===== config.mk =====
export PLATFORM = sky130hd
export DESIGN_NAME = mem_ring_stop_flat
export DESIGN_NICKNAME = d
export VERILOG_FILES = /design/src/rtl/mem_ring_stop_if.sv /design/src/rtl/mem_ring_stop.sv /design/src/flat_wrapper.sv
export SDC_FILE = /design/constraint.sdc
export NUM_CORES = 1
export LEC_CHECK = 0
export BUFFER_PORTS_ARGS = -buffer_cell sky130_fd_sc_hd__buf_2
export CORE_ASPECT_RATIO = 1.2
export CORE_UTILIZATION = 60
export CTS_CLUSTER_SIZE = 14
export DETAILED_ROUTE_END_ITERATION = 6
export PLACE_DENSITY = 0.87
export RECOVER_POWER = 50
export SETUP_SLACK_MARGIN = 0.02
export SLEW_MARGIN = 20
export SYNTH_ARGS = -nofsm -noshare
export SYNTH_HDL_FRONTEND = slang
export SYNTH_SLANG_ARGS = --single-unit

===== constraint.sdc =====
create_clock -name clock -period 9.7 [get_ports clock]
set_input_delay 1.94 -clock clock [delete_from_list [all_inputs] [get_ports clock]]
set_output_delay 1.94 -clock clock [all_outputs]
set_load 0.01 [all_outputs]

===== src/rtl/mem_ring_stop_if.sv =====
`default_nettype none
// =====================================================================
// mem_ring_stop_if : burst memory port between the ring stop and memory.
// Revision: 1.0
// =====================================================================
interface mem_ring_stop_if;
  logic        memReq;
  logic        memWrite;
  logic [27:0] memAddr;
  logic        memAck;
  logic [31:0] memWdata;
  logic        memWvalid;
  logic [31:0] memRdata;
  logic        memRvalid;

  modport master (
    output memReq, memWrite, memAddr, memWdata, memWvalid,
    input  memAck, memRdata, memRvalid
  );

  modport slave (
    input  memReq, memWrite, memAddr, memWdata, memWvalid,
    output memAck, memRdata, memRvalid
  );
endinterface
`default_nettype wire


===== src/rtl/mem_ring_stop.sv =====
`default_nettype none
// =====================================================================
// mem_ring_stop : ring station turning address/write-data slots into
// in-order 8-word memory bursts. Define MEM_RING_STATS_EN for counters.
// Revision: 1.0
// =====================================================================
module mem_ring_stop #(
  parameter int unsigned CQ_DEPTH  = 4,
  parameter logic [3:0]  IDLE_DEST = 4'd0
) (
  input  logic            clock,
  input  logic            reset,
  input  logic [31:0]     RingIn,
  input  logic [3:0]      SlotTypeIn,
  input  logic [3:0]      SourceIn,
  output logic [31:0]     RingOut,
  output logic [3:0]      SlotTypeOut,
  output logic [3:0]      SourceOut,
  output logic [31:0]     RDreturn,
  output logic [3:0]      RDdest,
  mem_ring_stop_if.master mem,
  output logic            overflow,
  output logic [15:0]     readCount,
  output logic [15:0]     writeCount
);
  localparam int unsigned     c_PW    = (CQ_DEPTH > 1) ? $clog2(CQ_DEPTH) : 1;
  localparam logic [c_PW:0]   c_FULL  = (c_PW + 1)'(CQ_DEPTH);
  localparam logic [3:0]      c_NULL  = 4'd7;
  localparam logic [3:0]      c_ADDR  = 4'd2;
  localparam logic [3:0]      c_WDATA = 4'd3;

  typedef struct packed {
    logic        isWrite;
    logic [3:0]  src;
    logic [27:0] addr;
    logic        sel;
  } cmd_t;

  typedef enum logic [1:0] {IDLE = 2'd0, ISSUE = 2'd1, WDATA = 2'd2, RDATA = 2'd3} state_t;

  state_t          r_state, w_nextState;
  cmd_t            r_cq [CQ_DEPTH];
  cmd_t            w_head;
  logic [c_PW-1:0] r_head, r_tail;
  logic [c_PW:0]   r_count;
  logic [31:0]     r_wbuf [2][8];
  logic            r_fillSel;
  logic [2:0]      r_wcnt;
  logic [1:0]      r_busy;
  logic [2:0]      r_beat;
  logic [3:0]      r_curSrc;
  logic            r_curSel;
  logic            r_overflow;
  logic [31:0]     r_ringOut, r_rdReturn;
  logic [3:0]      r_slotTypeOut, r_sourceOut, r_rdDest;

  logic w_isAddr, w_isWd, w_wrAddr, w_rdAddr, w_consume;
  logic w_pop, w_room, w_bufFree, w_wdAccept, w_push, w_wrPush, w_ovf, w_wdone;
  logic w_memReq, w_memWvalid;

  assign w_isAddr   = (SlotTypeIn == c_ADDR);
  assign w_isWd     = (SlotTypeIn == c_WDATA);
  assign w_wrAddr   = w_isAddr && (RingIn[31:28] == 4'b0000);
  assign w_rdAddr   = w_isAddr && ((RingIn[31:28] == 4'b0001) || (RingIn[31:28] == 4'b0011));
  assign w_consume  = w_wrAddr || w_rdAddr || w_isWd;

  // A pop in the same cycle frees a slot, so a full queue still accepts the push.
  assign w_head     = r_cq[r_head];
  assign w_pop      = (r_state == ISSUE) && mem.memAck;
  assign w_room     = (r_count != c_FULL) || w_pop;
  assign w_bufFree  = !r_busy[r_fillSel];
  assign w_wdAccept = w_isWd && w_bufFree;
  assign w_wrPush   = w_wrAddr && w_room && w_bufFree;
  assign w_push     = (w_rdAddr && w_room) || w_wrPush;
  assign w_ovf      = ((w_rdAddr || w_wrAddr) && !w_room) || (w_isWd && !w_bufFree) ||
                      (w_wrAddr && (!w_bufFree || (r_wcnt != 3'd0)));
  assign w_wdone    = (r_state == WDATA) && (r_beat == 3'd7);

  always_ff @(posedge clock or negedge reset) begin
    if (!reset) r_state <= IDLE;
    else        r_state <= w_nextState;
  end

  always_comb begin
    w_nextState = r_state;
    w_memReq    = 1'b0;
    w_memWvalid = 1'b0;
    case (r_state)
      IDLE:    if (r_count != '0) w_nextState = ISSUE;
      ISSUE: begin
        w_memReq = 1'b1;
        if (mem.memAck) w_nextState = w_head.isWrite ? WDATA : RDATA;
      end
      WDATA: begin
        w_memWvalid = 1'b1;
        if (r_beat == 3'd7) w_nextState = IDLE;
      end
      RDATA:   if (mem.memRvalid && (r_beat == 3'd7)) w_nextState = IDLE;
      default: w_nextState = IDLE;
    endcase
  end

  always_ff @(posedge clock) begin
    if (w_push)     r_cq[r_tail] <= {w_wrAddr, SourceIn, RingIn[27:0], r_fillSel};
    if (w_wdAccept) r_wbuf[r_fillSel][r_wcnt] <= RingIn;
  end

  always_ff @(posedge clock or negedge reset) begin
    if (!reset) begin
      r_head        <= '0;
      r_tail        <= '0;
      r_count       <= '0;
      r_fillSel     <= 1'b0;
      r_wcnt        <= 3'd0;
      r_busy        <= 2'b00;
      r_beat        <= 3'd0;
      r_curSrc      <= 4'd0;
      r_curSel      <= 1'b0;
      r_overflow    <= 1'b0;
      r_ringOut     <= 32'd0;
      r_slotTypeOut <= c_NULL;
      r_sourceOut   <= 4'd0;
      r_rdReturn    <= 32'd0;
      r_rdDest      <= IDLE_DEST;
    end else begin
      if (w_push) r_tail <= r_tail + 1'b1;
      if (w_pop) begin
        r_head   <= r_head + 1'b1;
        r_curSrc <= w_head.src;
        r_curSel <= w_head.sel;
        r_beat   <= 3'd0;
      end else if ((r_state == WDATA) || ((r_state == RDATA) && mem.memRvalid)) begin
        r_beat <= r_beat + 1'b1;
      end
      case ({w_push, w_pop})
        2'b10:   r_count <= r_count + 1'b1;
        2'b01:   r_count <= r_count - 1'b1;
        default: r_count <= r_count;
      endcase
      if (w_wrAddr)        r_wcnt <= 3'd0;
      else if (w_wdAccept) r_wcnt <= r_wcnt + 1'b1;
      if (w_wrPush)        r_fillSel <= ~r_fillSel;
      // The buffer being drained and the one being handed out are never the same.
      if (w_wdone)         r_busy[r_curSel] <= 1'b0;
      if (w_wrPush)        r_busy[r_fillSel] <= 1'b1;
      if (w_ovf)           r_overflow <= 1'b1;
      r_slotTypeOut <= w_consume ? c_NULL : SlotTypeIn;
      r_ringOut     <= w_consume ? 32'd0  : RingIn;
      r_sourceOut   <= w_consume ? 4'd0   : SourceIn;
      if ((r_state == RDATA) && mem.memRvalid) begin
        r_rdReturn <= mem.memRdata;
        r_rdDest   <= r_curSrc;
      end else begin
        r_rdReturn <= 32'd0;
        r_rdDest   <= IDLE_DEST;
      end
    end
  end

  assign mem.memReq    = w_memReq;
  assign mem.memWrite  = w_head.isWrite;
  assign mem.memAddr   = w_head.addr;
  assign mem.memWvalid = w_memWvalid;
  assign mem.memWdata  = r_wbuf[r_curSel][r_beat];
  assign RingOut       = r_ringOut;
  assign SlotTypeOut   = r_slotTypeOut;
  assign SourceOut     = r_sourceOut;
  assign RDreturn      = r_rdReturn;
  assign RDdest        = r_rdDest;
  assign overflow      = r_overflow;

`ifdef MEM_RING_STATS_EN
  logic        w_rdone;
  logic [15:0] r_readCount, r_writeCount;
  assign w_rdone = (r_state == RDATA) && mem.memRvalid && (r_beat == 3'd7);
  always_ff @(posedge clock or negedge reset) begin
    if (!reset) begin
      r_readCount  <= 16'd0;
      r_writeCount <= 16'd0;
    end else begin
      if (w_rdone) r_readCount  <= r_readCount + 16'd1;
      if (w_wdone) r_writeCount <= r_writeCount + 16'd1;
    end
  end
  assign readCount  = r_readCount;
  assign writeCount = r_writeCount;
`else
  assign readCount  = 16'd0;
  assign writeCount = 16'd0;
`endif
endmodule
`default_nettype wire


===== src/flat_wrapper.sv =====
// flat-port wrapper written by rule: the top's interface ports become plain ports
module mem_ring_stop_flat 
#(
  parameter int unsigned CQ_DEPTH  = 4,
  parameter logic [3:0]  IDLE_DEST = 4'd0
)
  (clock, reset, RingIn, SlotTypeIn, SourceIn, RingOut, SlotTypeOut, SourceOut, RDreturn, RDdest, overflow, readCount, writeCount, mem_memReq, mem_memWrite, mem_memAddr, mem_memWdata, mem_memWvalid, mem_memAck, mem_memRdata, mem_memRvalid);
  mem_ring_stop_if mem_i ();
  input  logic clock;
  input  logic reset;
  input  logic [31:0] RingIn;
  input  logic [3:0] SlotTypeIn;
  input  logic [3:0] SourceIn;
  output logic [31:0] RingOut;
  output logic [3:0] SlotTypeOut;
  output logic [3:0] SourceOut;
  output logic [31:0] RDreturn;
  output logic [3:0] RDdest;
  output logic overflow;
  output logic [15:0] readCount;
  output logic [15:0] writeCount;
  output wire logic [$bits(mem_i.memReq)-1:0] mem_memReq;
  output wire logic [$bits(mem_i.memWrite)-1:0] mem_memWrite;
  output wire logic [$bits(mem_i.memAddr)-1:0] mem_memAddr;
  output wire logic [$bits(mem_i.memWdata)-1:0] mem_memWdata;
  output wire logic [$bits(mem_i.memWvalid)-1:0] mem_memWvalid;
  input wire logic [$bits(mem_i.memAck)-1:0] mem_memAck;
  input wire logic [$bits(mem_i.memRdata)-1:0] mem_memRdata;
  input wire logic [$bits(mem_i.memRvalid)-1:0] mem_memRvalid;
  assign mem_memReq = mem_i.memReq;
  assign mem_memWrite = mem_i.memWrite;
  assign mem_memAddr = mem_i.memAddr;
  assign mem_memWdata = mem_i.memWdata;
  assign mem_memWvalid = mem_i.memWvalid;
  assign mem_i.memAck = mem_memAck;
  assign mem_i.memRdata = mem_memRdata;
  assign mem_i.memRvalid = mem_memRvalid;
  mem_ring_stop #(.CQ_DEPTH(CQ_DEPTH), .IDLE_DEST(IDLE_DEST)) u_core (.clock(clock), .reset(reset), .RingIn(RingIn), .SlotTypeIn(SlotTypeIn), .SourceIn(SourceIn), .RingOut(RingOut), .SlotTypeOut(SlotTypeOut), .SourceOut(SourceOut), .RDreturn(RDreturn), .RDdest(RDdest), .mem(mem_i), .overflow(overflow), .readCount(readCount), .writeCount(writeCount));
endmodule

==> metrics <==
failing checks capacitance limit, slew limit; Worst-path clk slew 0.07 ns; Post-synth top flop edfxtp_1; CP endpoint kind output pin; GRT Total Usage between 20 and 30%; Distinct cells, synth 48; status complete, but fails checks; CTS root buffer clkbuf_16; final hold viol count 0; commonest non-fill, non-tap cells in the layout edfxtp_1, mux4_2, buf_2, dfrtp_1, clkbuf_1; fin nets 1,631; grt met3 use 4.67%; YS warnings 0; TritonCTS clock tree done; Port Buffer Count 215; most used routing layer met2; DRT antenna net count 0; Iter 0 DRT Violations 1,853; via count about 14,000; Inserted Clock Buffers 70; initial core utilization 61.2%; gp weighted congestion ~0.73; DIE AREA approximately 0.048 mm²; area of the multi-input gates 0.00574 mm²; CTS resizes 0; GR Layer Usage met2 between 40 and 50%; Post-Place Worst Slack 4.75 ns; initial antenna violation count 1; post-synthesis cell count 1,327; Required @ worst endpoint ~7.8 ns; number of global-route vias before repair 14,769; core area approximately 0.046 mm²; Setup Viol. Count Final 0; Power Total between 8 and 9 mW; DRC Markers 0; RSZ-0062 raised after global routing no; Max-cap violations 2; WS Path Type reg2out; WL final 65,900 µm; Seq cells post-synth roughly 750; Syn-to-layout area delta 13.6%; fin crit period 7.39 ns; Post-CTS Setup Bufs 0; fin util 69.5%; Final Max Tran Viols 103; FFs w/ async S/R, synth between 10% and 20%; beginning of the worst register-to-register path u_core.r_beat[0]; most common cell after layout, fill and taps aside edfxtp_1; PwrDens 272 mW/mm²; die width 200 µm; Seq/Total Area, Yosys 77.7%; CP endpoint mem_memWdata[26]; hold-fix buffers at CTS 0; period utilization 76.2%; final setup TNS 0 ns; R2R cell count 4; Worst VDD drop roughly 240 µV; actual slew at the worst max-slew pin 3.47 ns; FF/Latch Area between 0.02 and 0.025 mm²; first-pass GRT wire length 96,300 µm; Worst EP arrival 5.45 ns; Die Span Y 240 µm; fmax 135 MHz; met1 Resource Use GR about 36%; DR pass1 iterations 5; Slew headroom -131%; WHS 0.504 ns; clk_lat worst skew 0.60 ns; # diodes 0; flop2flop setup slack 5.78 ns; Leakage 11.0 nW; DR vias/cell 6.37; I/O pins 248; H-tree levels 3; total gr overflow 0; share of layout cells above drive strength 1 30.3%; startpoint types flop; Clock Skew 0.0165 ns; wire per inst 29.7 µm; clock buffer depth 3; Num Clock Sinks ~750; worst setup path start u_core.r_beat[0]; Post-synth EDFFs about 650; Synth Area per Inst between 20 and 25 µm²; synthesized area 0.0283 mm²; worst-path fanout max 72; row count 86; largest net degree at the start of global routing 107; HPWL after DPL 33,300 µm; reg2reg end u_core.r_state[0]; Filler cells 2,654; worst setup margin 2.31 ns; worst hold-check path type reg2reg
==> report_power, final <==
part | internal (mW) | switching [mW]
Clock | 1.65 | 1.16
Sequential | 3.60 | 0.237
Combinational | 0.987 | 1.08
Total | 6.24 | 2.48
==> worst max-delay path: stages (launching register included) <==
cell	delay, ns
dfrtp_1	2.70
buf_4	1.01
mux4_2	0.43
a22oi_1	0.23
nand2_1	0.19
buf_2	0.19
==> cell usage after synthesis (all sizes together) (4+ instances only) <==
cell	count	area [µm²]
edfxtp	648	19500
inv	12	45.0
xnor2	5	43.8
or3	5	31.3
mux2i	4	43.8
dfrtp	97	2430
ha	9	113
mux2	7	78.8
nor3	8	61.3
nand2	40	150
a21oi	4	20.0
clkbuf	37	140
mux4	162	3650
and2	76	475
a22oi	64	480
buf	89	599
xor2	5	43.8
nor2	23	86.3
==> registers in the layout (all words and copies together), names as in the netlist <==
name and cells:
u_core.RDdest 4, u_core.r_wcnt 3, u_core.RingOut 32, u_core.r_state 2, u_core.overflow 1, u_core.r_curSel 1, u_core.r_cq 136, u_core.RDreturn 32
u_core.r_beat 3, u_core.r_wbuf 512, u_core.SourceOut 4, u_core.r_head 2, u_core.r_fillSel 1, u_core.r_curSrc 4, u_core.SlotTypeOut 4, u_core.r_tail 2
u_core.r_busy 2, u_core.r_count 3
==> final cells by class <==
cell class / instances / share of cell area [%]
Tap cell: 616 / 2.40
Clock buffer: 101 / 6.21
Timing Repair Buffer: 241 / 3.85
Sequential cell: 748 / 68.4
Clock inverter: 26 / 1.07
Inverter: 12 / 0.140
Multi-Input combinational cell: 472 / 17.9
==> kinds of logic (layout without fill, tap and decap cells) <==
logic type / after synthesis / count (layout) / share of synthesized area [%]
AOI/OAI and AO/OA: 76 / 76 / 1.97
other: 1 / 32 / 0.0133
and+or+nand+nor: 171 / 171 / 3.39
adders and majority gates: 10 / 10 / 0.469
DFF: 748 / 748 / 77.7
xor gates and xnor gates: 10 / 10 / 0.310
buffers and inverters: 138 / 380 / 2.78
muxes: 173 / 173 / 13.3
==> worst min path at each step <==
| stage | start | endpoint | slack [ns] | depth (start not counted) |
|---|---|---|---|---|
| 4_1_cts | u_core.r_curSrc[3] | u_core.RDdest[3] | 0.50 | 1 |
| 3_3_place_gp | u_core.r_curSrc[3] | u_core.RDdest[3] | 0.46 | 1 |
| 2_1_floorplan | u_core.r_curSrc[0] | u_core.RDdest[0] | 0.45 | 1 |
| 3_5_place_dp | u_core.r_curSrc[3] | u_core.RDdest[3] | 0.46 | 1 |
| 5_1_grt | u_core.r_curSrc[1] | u_core.RDdest[1] | 0.51 | 1 |
| 6_report | u_core.overflow | u_core.overflow | 0.50 | 2 |
==> stage by stage <==
stage          cell area, µm²  instances
6_report                32100       2216
5_1_grt                 32100       2216
4_1_cts                 32200       2216
3_5_place_dp            29900       2089
3_3_place_gp            29800       2088
2_1_floorplan           28400       1358
==> layer usage <==
| metal | vias up | wire length (µm) | part of all wire, % |
|---|---|---|---|
| li1 | 5672 | - | - |
| met1 | 7346 | 23400 | 35 |
| met2 | 947 | 34700 | 53 |
| met3 | 154 | 5430 | 8.2 |
| met4 | 0 | 2350 | 3.6 |
| met5 | - | 0 | 0 |
Note: power is estimated with default switching activity, not from simulation.
